--- src/rtl/pong_pkg.sv ---
// Shared encodings for the pong game sequencer: FSM states, winner codes
// and score width.
package pong_pkg;

  localparam int SCORE_W = 4;

  localparam logic [2:0] ENC_IDLE      = 3'd0;
  localparam logic [2:0] ENC_SERVE     = 3'd1;
  localparam logic [2:0] ENC_RUNNING   = 3'd2;
  localparam logic [2:0] ENC_SCORE     = 3'd3;
  localparam logic [2:0] ENC_GAME_OVER = 3'd4;

  typedef enum logic [2:0] {
    IDLE      = ENC_IDLE,
    SERVE     = ENC_SERVE,
    RUNNING   = ENC_RUNNING,
    SCORE     = ENC_SCORE,
    GAME_OVER = ENC_GAME_OVER
  } state_t;

  localparam logic [1:0] WIN_NONE = 2'b00;
  localparam logic [1:0] WIN_P1   = 2'b01;
  localparam logic [1:0] WIN_P2   = 2'b10;

endpackage

--- src/rtl/rise_edge_det.sv ---
// Rising-edge detector: previous-sample register resets high so a signal
// already high out of reset does not report an edge.
module rise_edge_det (
  input  logic i_clk,
  input  logic i_rst_n,
  input  logic sig,
  output logic rise
);

  logic sig_q;

  always_ff @(posedge i_clk) begin
    if (!i_rst_n) sig_q <= 1'b1;
    else          sig_q <= sig;
  end

  assign rise = sig & ~sig_q;

endmodule

--- src/rtl/pong_game_ctrl.sv ---
// Pong game sequencer: derives frame/move strobes from vsync and runs the
// serve / rally / score / game-over flow. All outputs are registered.
module pong_game_ctrl
  import pong_pkg::*;
#(
  parameter int unsigned SCORE_LIMIT  = 9,
  parameter int unsigned SERVE_FRAMES = 60,
  parameter int unsigned MOVE_DIV     = 2
) (
  input  logic               i_clk,
  input  logic               i_rst_n,
  input  logic               i_vsync,
  input  logic               i_start,
  input  logic               i_p1_miss,
  input  logic               i_p2_miss,
  output logic               o_frame_tick,
  output logic               o_move_tick,
  output logic               o_ball_hold,
  output logic               o_game_active,
  output logic [SCORE_W-1:0] o_p1_score,
  output logic [SCORE_W-1:0] o_p2_score,
  output logic [1:0]         o_winner
);

  logic vs_rise, st_rise;

  state_t             state_q, state_nxt;
  logic [7:0]         serve_cnt_q, serve_cnt_nxt;
  logic [3:0]         move_cnt_q, move_cnt_nxt;
  logic [SCORE_W-1:0] p1_q, p1_nxt, p2_q, p2_nxt;
  logic [1:0]         winner_q, winner_nxt;
  logic               pend_p1_q, pend_p1_nxt;
  logic               frame_tick_q, move_tick_q, move_tick_nxt;
  logic               hold_q, active_q;

  rise_edge_det u_vsync_edge (
    .i_clk   (i_clk),
    .i_rst_n (i_rst_n),
    .sig     (i_vsync),
    .rise    (vs_rise)
  );

  rise_edge_det u_start_edge (
    .i_clk   (i_clk),
    .i_rst_n (i_rst_n),
    .sig     (i_start),
    .rise    (st_rise)
  );

  function automatic logic [SCORE_W-1:0] sat_inc(input logic [SCORE_W-1:0] s);
    return (s >= SCORE_W'(SCORE_LIMIT)) ? s : s + SCORE_W'(1);
  endfunction

  always_comb begin
    state_nxt     = state_q;
    serve_cnt_nxt = serve_cnt_q;
    move_cnt_nxt  = move_cnt_q;
    p1_nxt        = p1_q;
    p2_nxt        = p2_q;
    winner_nxt    = winner_q;
    pend_p1_nxt   = pend_p1_q;
    move_tick_nxt = 1'b0;
    case (state_q)
      IDLE, GAME_OVER: begin
        if (st_rise) begin
          p1_nxt        = '0;
          p2_nxt        = '0;
          winner_nxt    = WIN_NONE;
          serve_cnt_nxt = '0;
          state_nxt     = SERVE;
        end
      end
      SERVE: begin
        // Serve counts the registered frame tick, so RUNNING starts the cycle after it.
        if (frame_tick_q) begin
          serve_cnt_nxt = serve_cnt_q + 8'd1;
          if (serve_cnt_q == 8'(SERVE_FRAMES - 1)) begin
            state_nxt    = RUNNING;
            move_cnt_nxt = '0;
          end
        end
      end
      RUNNING: begin
        // Move tick is computed from the raw edge so it lands alongside o_frame_tick.
        if (vs_rise) begin
          move_cnt_nxt  = (move_cnt_q == 4'(MOVE_DIV - 1)) ? 4'd0 : move_cnt_q + 4'd1;
          move_tick_nxt = (move_cnt_q == 4'(MOVE_DIV - 1)) && !(i_p1_miss || i_p2_miss);
        end
        if (i_p1_miss && i_p2_miss) begin
          serve_cnt_nxt = '0;
          state_nxt     = SERVE;
        end else if (i_p1_miss || i_p2_miss) begin
          pend_p1_nxt = i_p2_miss;
          state_nxt   = SCORE;
        end
      end
      SCORE: begin
        if (pend_p1_q) p1_nxt = sat_inc(p1_q);
        else           p2_nxt = sat_inc(p2_q);
        if (pend_p1_q && p1_nxt == SCORE_W'(SCORE_LIMIT)) begin
          winner_nxt = WIN_P1;
          state_nxt  = GAME_OVER;
        end else if (!pend_p1_q && p2_nxt == SCORE_W'(SCORE_LIMIT)) begin
          winner_nxt = WIN_P2;
          state_nxt  = GAME_OVER;
        end else begin
          serve_cnt_nxt = '0;
          state_nxt     = SERVE;
        end
      end
      default: state_nxt = IDLE;
    endcase
  end

  always_ff @(posedge i_clk) begin
    if (!i_rst_n) begin
      state_q      <= IDLE;
      serve_cnt_q  <= '0;
      move_cnt_q   <= '0;
      p1_q         <= '0;
      p2_q         <= '0;
      winner_q     <= WIN_NONE;
      pend_p1_q    <= 1'b0;
      frame_tick_q <= 1'b0;
      move_tick_q  <= 1'b0;
      hold_q       <= 1'b1;
      active_q     <= 1'b0;
    end else begin
      state_q      <= state_nxt;
      serve_cnt_q  <= serve_cnt_nxt;
      move_cnt_q   <= move_cnt_nxt;
      p1_q         <= p1_nxt;
      p2_q         <= p2_nxt;
      winner_q     <= winner_nxt;
      pend_p1_q    <= pend_p1_nxt;
      frame_tick_q <= vs_rise;
      move_tick_q  <= move_tick_nxt;
      hold_q       <= (state_nxt != RUNNING);
      active_q     <= (state_nxt == RUNNING);
    end
  end

  assign o_frame_tick  = frame_tick_q;
  assign o_move_tick   = move_tick_q;
  assign o_ball_hold   = hold_q;
  assign o_game_active = active_q;
  assign o_p1_score    = p1_q;
  assign o_p2_score    = p2_q;
  assign o_winner      = winner_q;

endmodule

--- config.mk ---
export PLATFORM = sky130hd
export DESIGN_NAME = pong_game_ctrl
export DESIGN_NICKNAME = d
export VERILOG_FILES = /design/src/rtl/pong_pkg.sv /design/src/rtl/rise_edge_det.sv /design/src/rtl/pong_game_ctrl.sv
export SDC_FILE = /design/constraint.sdc
export NUM_CORES = 1
export LEC_CHECK = 0
export ABC_AREA = 1
export CAP_MARGIN = 20
export CORE_MARGIN = 1
export CORE_UTILIZATION = 53
export DETAILED_ROUTE_END_ITERATION = 8
export PLACE_DENSITY = 0.76
export SETUP_SLACK_MARGIN = 0.15
export SYNTH_ARGS = -nofsm -noshare
export SYNTH_HDL_FRONTEND = slang
export SYNTH_HIERARCHICAL = 1
export SYNTH_SLANG_ARGS = --single-unit
--- constraint.sdc ---
create_clock -name i_clk -period 3.75 [get_ports i_clk]
set_input_delay 0.75 -clock i_clk [delete_from_list [all_inputs] [get_ports i_clk]]
set_output_delay 0.75 -clock i_clk [all_outputs]
set_load 0.03 [all_outputs]
==> metrics.txt, run 1 <==
CP max stage cell dfxtp_1; unrepaired setup endpoints after global routing no; Setup-failing EPs final 0; Net Count, Synth 278; VDD IR max 0.000186 V; initial antenna violation count 0; Synth cell types 32; number of fillers in the final layout 334; ratio of cells with drive above 1 in the final layout 7.07%; Mapped Cells between 200 and 300; relative max-transition margin 59.4%; ANT cells 0; die height a little over 60 µm; Total Nets Final 300; num rows 21; worst slew pin tran between 0.6 and 0.7 ns; TritonRoute pass-1 iters 4; Hold WC Path Type flop to flop; Initial Utilization between 50% and 60%; clock sink count 32; Core Area 3340 µm²; CP Data Required Time between 3 and 4 ns; PortBufs 19; Fin. Hold Viols 0; gr ovfl total 0; Syn Std Cell Area approximately 1800 µm²; FMAX ~0.44 GHz; clock buffer depth 2; power density over the cells roughly 290 nW/µm²; Syn Area/Cell ~7 µm²; Vias/cell between 5 and 6; critical path's most frequent cell nand2_1; synthesis-to-finish area growth 14.5%; post-route setup TNS 0 ns; total global routing track utilization a little over a fifth; Placed Instances 322; worst clock skew 0.00745 ns; CTS Buf Count 5; DIE AREA ~3700 µm²; Critical Path Max Stage Delay between 0.4 and 0.5 ns; post-synthesis register bit count 32; Sequential cell area approximately 640 µm²; first-pass GRT wire length about 6000 µm; routed vias between 1500 and 2000; critical path capture point type flop; Ys Warns 6; CTS tree yes; Antenna Nets Post-Route 0; fin crit period approximately 2.3 ns; global placement routability congestion 0.819; post_cts resized 0; hpwl dp roughly 2600 µm; clk slew on worst S/H paths 0.10 ns; final WL about 3600 µm; Tcrit/Tclk final between 60 and 70%; Post-synth ARST share 0%; DRC errors left 0; Crit Path Max Fanout 13; startpoint class of the critical path flop; multi-input logic area between 1000 and 1500 µm²; CP cell instances inv_1, ha_1, inv_1, nand3_1, nand2_1, nand2_1, nand2_1, nand3_1, nor2_1, nand3_1, nand3_4, nand2_1, nand2_1, nor2_1; Worst-Skew Late Latency 0.34 ns; Crit Path Category flop to flop; Final Max Tran Viols 0; H-tree depth 2; run status complete, no violations; sequential area share after synthesis between 30% and 40%; non-filler cells, final roughly 330; routed length per instance 11.0 µm; max-cap viol count 0; main flop type after synthesis dfxtp_1; CTS Root Buffer Type clkbuf_4; Die X between 60 and 70 µm; total setup buffers inserted after CTS 0; top-level port count 20; P_leak roughly 0.84 nW; hold_buf cts 0; largest net degree at the start of global routing 19; critical path arrival 2.53 ns; Post-synth EDFFs 0; Iter 0 DRT Violations around 100; vias in the first global route 1470
stage by stage:
stage / power (W) / utilization, % / cell area [µm²] / setup WS (ns) / hold slack, ns
floorplan: 0.000407 / - / 1840 / 1.77 / 0.441
detailed placement: 0.000426 / 61.7 / 2060 / 1.20 / 0.459
finish: 0.000602 / 63.1 / 2100 / 1.45 / 0.476
global placement: 0.000425 / 61.7 / 2060 / 1.25 / 0.451
global route: 0.000630 / 63.1 / 2100 / 1.18 / 0.499
CTS: 0.000609 / 63.1 / 2100 / 1.46 / 0.475
flip-flops by register name, summed over array words and instances, names as in the netlist, 2 cells and up:
register and cells:
move_cnt_q 4, state_q 3, o_p2_score 4, serve_cnt_q 8, o_winner 2, o_p1_score 4
synth_stat cells (2+ instances only):
cell type | count | share of area, %
nor2_1 | 19 | 3.9
o21ai_0 | 10 | 2.7
inv_2 | 2 | 0.41
nand4_1 | 11 | 3.7
nor3_1 | 3 | 0.82
nand3_2 | 2 | 1.1
xor2_1 | 6 | 2.9
nand3_1 | 22 | 6.0
nor3b_1 | 2 | 0.82
nand2_1 | 62 | 13
dfxtp_1 | 32 | 35
inv_1 | 37 | 7.6
a21oi_1 | 22 | 6.0
nor2_2 | 3 | 1.0
ha_1 | 11 | 7.5
final timing paths:
kind                  start              to  slack [ns]  cells past startpoint
max reg2reg   o_p2_score[1]  serve_cnt_q[1]        1.45                     14
max           o_p2_score[1]  serve_cnt_q[1]        1.45                     14
min          serve_cnt_q[6]  serve_cnt_q[6]        0.48                      2
min reg2reg  serve_cnt_q[6]  serve_cnt_q[6]        0.48                      2
power by group:
group | switching, W | total, W | internal (W)
clock network | 0.000115 | 0.000184 | 0.0000689
registers | 0.00000643 | 0.000352 | 0.000346
logic | 0.0000409 | 0.0000658 | 0.0000249
cell type report:
type | count | area share [%]
clock buffers | 6 | 1.96
multi-input cells | 185 | 48.5
well taps | 46 | 2.73
repair buffers | 19 | 9.04
clock inverters | 1 | 0.238
inverters | 40 | 7.13
flip-flops and latches | 32 | 30.4
logic make-up (layout without fill, tap and decap cells):
family | after synthesis | after routing | share of synthesized area (%)
AOI/OAI and AO/OA | 35 | 35 | 9.80
xor gates and xnor gates | 6 | 6 | 2.86
adders and majority gates | 11 | 11 | 7.49
buffers and inverters | 44 | 66 | 9.67
DFF | 32 | 32 | 34.9
and+or+nand+nor | 133 | 133 | 35.3
cell usage in the layout, fill, tap and decap left out, types with 2 or more instances in the layout:
| cell | count |
|---|---|
| nand2_1 | 62 |
| nor2_1 | 19 |
| xor2_1 | 6 |
| clkdlybuf4s50_1 | 19 |
| inv_2 | 2 |
| dfxtp_1 | 32 |
| inv_1 | 37 |
| nand3_1 | 22 |
| a21oi_1 | 22 |
| nor2_2 | 3 |
| nand4_1 | 11 |
| ha_1 | 11 |
| nand3_2 | 2 |
| nor3_1 | 3 |
| nor3b_1 | 2 |
| clkbuf_4 | 5 |
| o21ai_0 | 10 |
critical path: cells and delay by family, from the launching register on:
family / cells / cell delay, ns
and+or+nand+nor: 11 / 1.43
buffers and inverters: 2 / 0.14
DFF: 1 / 0.44
adders and majority gates: 1 / 0.18
metal layers:
layer	part of all wire [%]	up-vias	track usage [%]
met3	4.3	5	7.04
met4	1.5	0	8.44
met2	46	34	36.4
met1	48	748	26.4
li1	-	889	-
met5	0	-	0
(Power assumes the default switching activity.)
==> inputs of run 2 (changes only) <==
==> constraint.sdc (replaced) <==
create_clock -name i_clk -period 2.3 [get_ports i_clk]
set_input_delay 0.46 -clock i_clk [delete_from_list [all_inputs] [get_ports i_clk]]
set_output_delay 0.46 -clock i_clk [all_outputs]
set_load 0.03 [all_outputs]
==> run 2 against run 1 <==
- power is 66% higher
- clock-buffer cell count unchanged
- die area did not move
- final cell count is 2.7% higher
- via count grew 3.3%
- worst hold slack got worse by 0.0013 ns
- sequential power up 63%
- register-to-register slack got worse by 1.1 ns
- highest routed layer unchanged
- combinational power grew 76%
- first-iteration DRC count did not move
- core utilization is 2.8 points higher
==> metrics.txt, run 2 (synthesized netlist as in run 1, its figures left out) <==
largest register by flop count serve_cnt_q; Pint 0.000723 W (+64%); max-cap viol count 0 (unchanged); Final Max Tran Viols 0 (unchanged); Min-Delay Endpoint serve_cnt_q[6]; CTS Root Buffer Type clkbuf_4; critical path arrival 2.15 ns (-0.38 ns); CP Data Required Time 2.49 ns (-1.49 ns); R2R depth 10 (-4); NetSw 0.000275 W (+69%); post-route setup TNS 0 ns (unchanged); clk slew on worst S/H paths 0.11 ns (about the same); largest net degree at the start of global routing 15 (-4); Hold WC Path Type flop to flop; num rows 21 (unchanged); VDD IR max 0.000331 V (+78%); Crit Path Max Fanout 6 (-7); initial antenna violation count 0 (unchanged); reg2reg setup slack 0.34 ns (-1.11 ns); top-level port count 20 (unchanged); synthesis-to-finish area growth 19.7%; Initial Utilization 55.1% (unchanged); Reg-to-Reg End o_ball_hold; hold depth 2 (unchanged); hold slack final 0.475 ns (-0.00128 ns); Tcrit/Tclk final 85.3% (+24 points); P_leak 0.895 nW (+6.1%); final WL 3810 µm (+5.2%); hold_buf cts 0 (unchanged); Critical Path Max Stage Delay 0.43 ns (about the same); routed length per instance 11.3 µm (+2.4%); worst clock skew 0.0123 ns (+0.00485 ns); TritonRoute pass-1 iters 4 (unchanged); die height 60.9 µm (unchanged); Worst-Skew Late Latency 0.34 ns (about the same); CP max stage cell dfxtp_1; routed vias 1731 (+3.3%); CP cell instances inv_1, ha_1, nand3b_1, nand2_1, nand2_1, xor2_1, buf_4, nand2_1, nand3_1, nand3_1; critical path capture point type flop; DRC errors left 0 (unchanged); Vias/cell 5.12 (+0.53%); Setup-failing EPs final 0 (unchanged); H-tree depth 2 (unchanged); max FFs per register 8 (unchanged); worst slew pin tran 0.427 ns (-0.177 ns); clock buffer depth 2 (unchanged); Crit Path Category flop to flop; Die X 60.9 µm (unchanged); ANT cells 0 (unchanged); commonest non-fill, non-tap cell in the layout nand2_1; CTS Buf Count 5 (unchanged); relative max-transition margin 71.3% (+12 points); unrepaired setup endpoints after global routing no; part of the power in the clock network 30.8% (+0.2 points); run status complete, no violations; Fin. Hold Viols 0 (unchanged); fin crit period 1.96 ns (-0.336 ns); clock sink count 32 (unchanged); hpwl dp 2750 µm (+5.9%); global placement routability congestion 0.865 (+5.7%); share of power burned in registers 57.6% (-0.9 points); crit path buf inv count 2 (unchanged); switching portion of total power 27.6% (+0.55 points); gr ovfl total 0 (unchanged); PortBufs 19 (unchanged); ratio of cells with drive above 1 in the final layout 11.0% (+3.9 points); startpoint class of the critical path flop; total global routing track utilization 22.7% (+0.79 points); commonest non-fill, non-tap cells in the layout nand2_1, inv_1, dfxtp_1; CP delay by family, top simple AND/OR/NAND/NOR gates; start point of the worst hold path serve_cnt_q[6]; DIE AREA 3710 µm² (unchanged); reg2reg start o_p1_score[0]; power density over the cells 454 nW/µm² (+58%); Comb pwr share 11.6% (+0.7 points); critical path's most frequent cell nand2_1; Antenna Nets Post-Route 0 (unchanged); first-pass GRT wire length 6200 µm (+2.8%); FMAX 0.509 GHz (+17%); CTS tree yes; Core Area 3340 µm² (unchanged); Iter 0 DRT Violations 102 (unchanged); vias in the first global route 1452 (-1.2%); Total Nets Final 309 (+3.0%)
==> run 2: routing by layer <==
metal,track usage [%],vias up,wire length (µm)
met1,28.4,765,1840
met4,10.1,0,73
met2,35.9,41,1740
li1,-,915,-
met3,7.04,10,156
met5,0,-,0
==> run 2: power groups by stage <==
stage / sequential [W] / clock [W] / combinational, W
after detailed placement: 0.000587 / 0 / 0.000115
after global placement: 0.000587 / 0 / 0.000113
after floorplan: 0.000588 / 0 / 0.0000759
final: 0.000575 / 0.000307 / 0.000116
after global routing: 0.000576 / 0.000346 / 0.000128
after CTS: 0.000574 / 0.000314 / 0.000116
==> run 2: worst max-delay path by stage <==
stage,startpoint,end,cells past startpoint
after global placement,o_p1_score[1],serve_cnt_q[1],14
final,o_p1_score[0],o_ball_hold,10
after CTS,o_p1_score[1],serve_cnt_q[1],14
after detailed placement,o_p1_score[1],serve_cnt_q[1],14
after global routing,o_p1_score[0],o_ball_hold,10
after floorplan,o_p2_score[1],serve_cnt_q[5],13
==> run 2: area by class of cell <==
cell class | count | area (µm²)
fillers | 300 | 1140
well taps | 46 | 57.6
multi-input cells | 185 | 1030
repair buffers | 28 | 270
flip-flops and latches | 32 | 643
clock inverters | 1 | 5.00
inverters | 40 | 150
clock buffers | 6 | 41.3
==> run 2: what timing repair did <==
action,in CTS,in global routing
setup buffers,0,2
setup endpoints to repair,0,11
gates resized for setup,0,4
hold endpoints to repair,0,0
==> run 2: worst register-to-register path, delay by kind of cell (launching register included) <==
family	cells	cell delay, ns
fa+ha+maj	1	0.20
flops	1	0.43
xor+xnor	1	0.32
simple gates	6	0.57
buf+inv	2	0.28
==> run 2: through the flow <==
step	cells	total power, W	utilization, %	setup slack (ns)	instance area, µm²
after global placement	329	0.000700	63.3	0.269	2110
final	338	0.000998	65.9	0.337	2200
after floorplan	261	0.000663	-	0.318	1840
after CTS	336	0.00100	64.6	0.227	2160
after global routing	338	0.00105	65.9	0.124	2200
after detailed placement	329	0.000702	63.3	0.246	2110
==> inputs of run 3 (changes only) <==
==> constraint.sdc (replaced) <==
create_clock -name i_clk -period 2.3 [get_ports i_clk]
set_input_delay 0.46 -clock i_clk [delete_from_list [all_inputs] [get_ports i_clk]]
set_output_delay 0.46 -clock i_clk [all_outputs]
set_load 0.01 [all_outputs]
==> results of run 3 <==
The final DEF is identical to that of run 2. Status: complete, no violations.
Among the figures that moved: total power 0.000998 W -> 0.000996 W
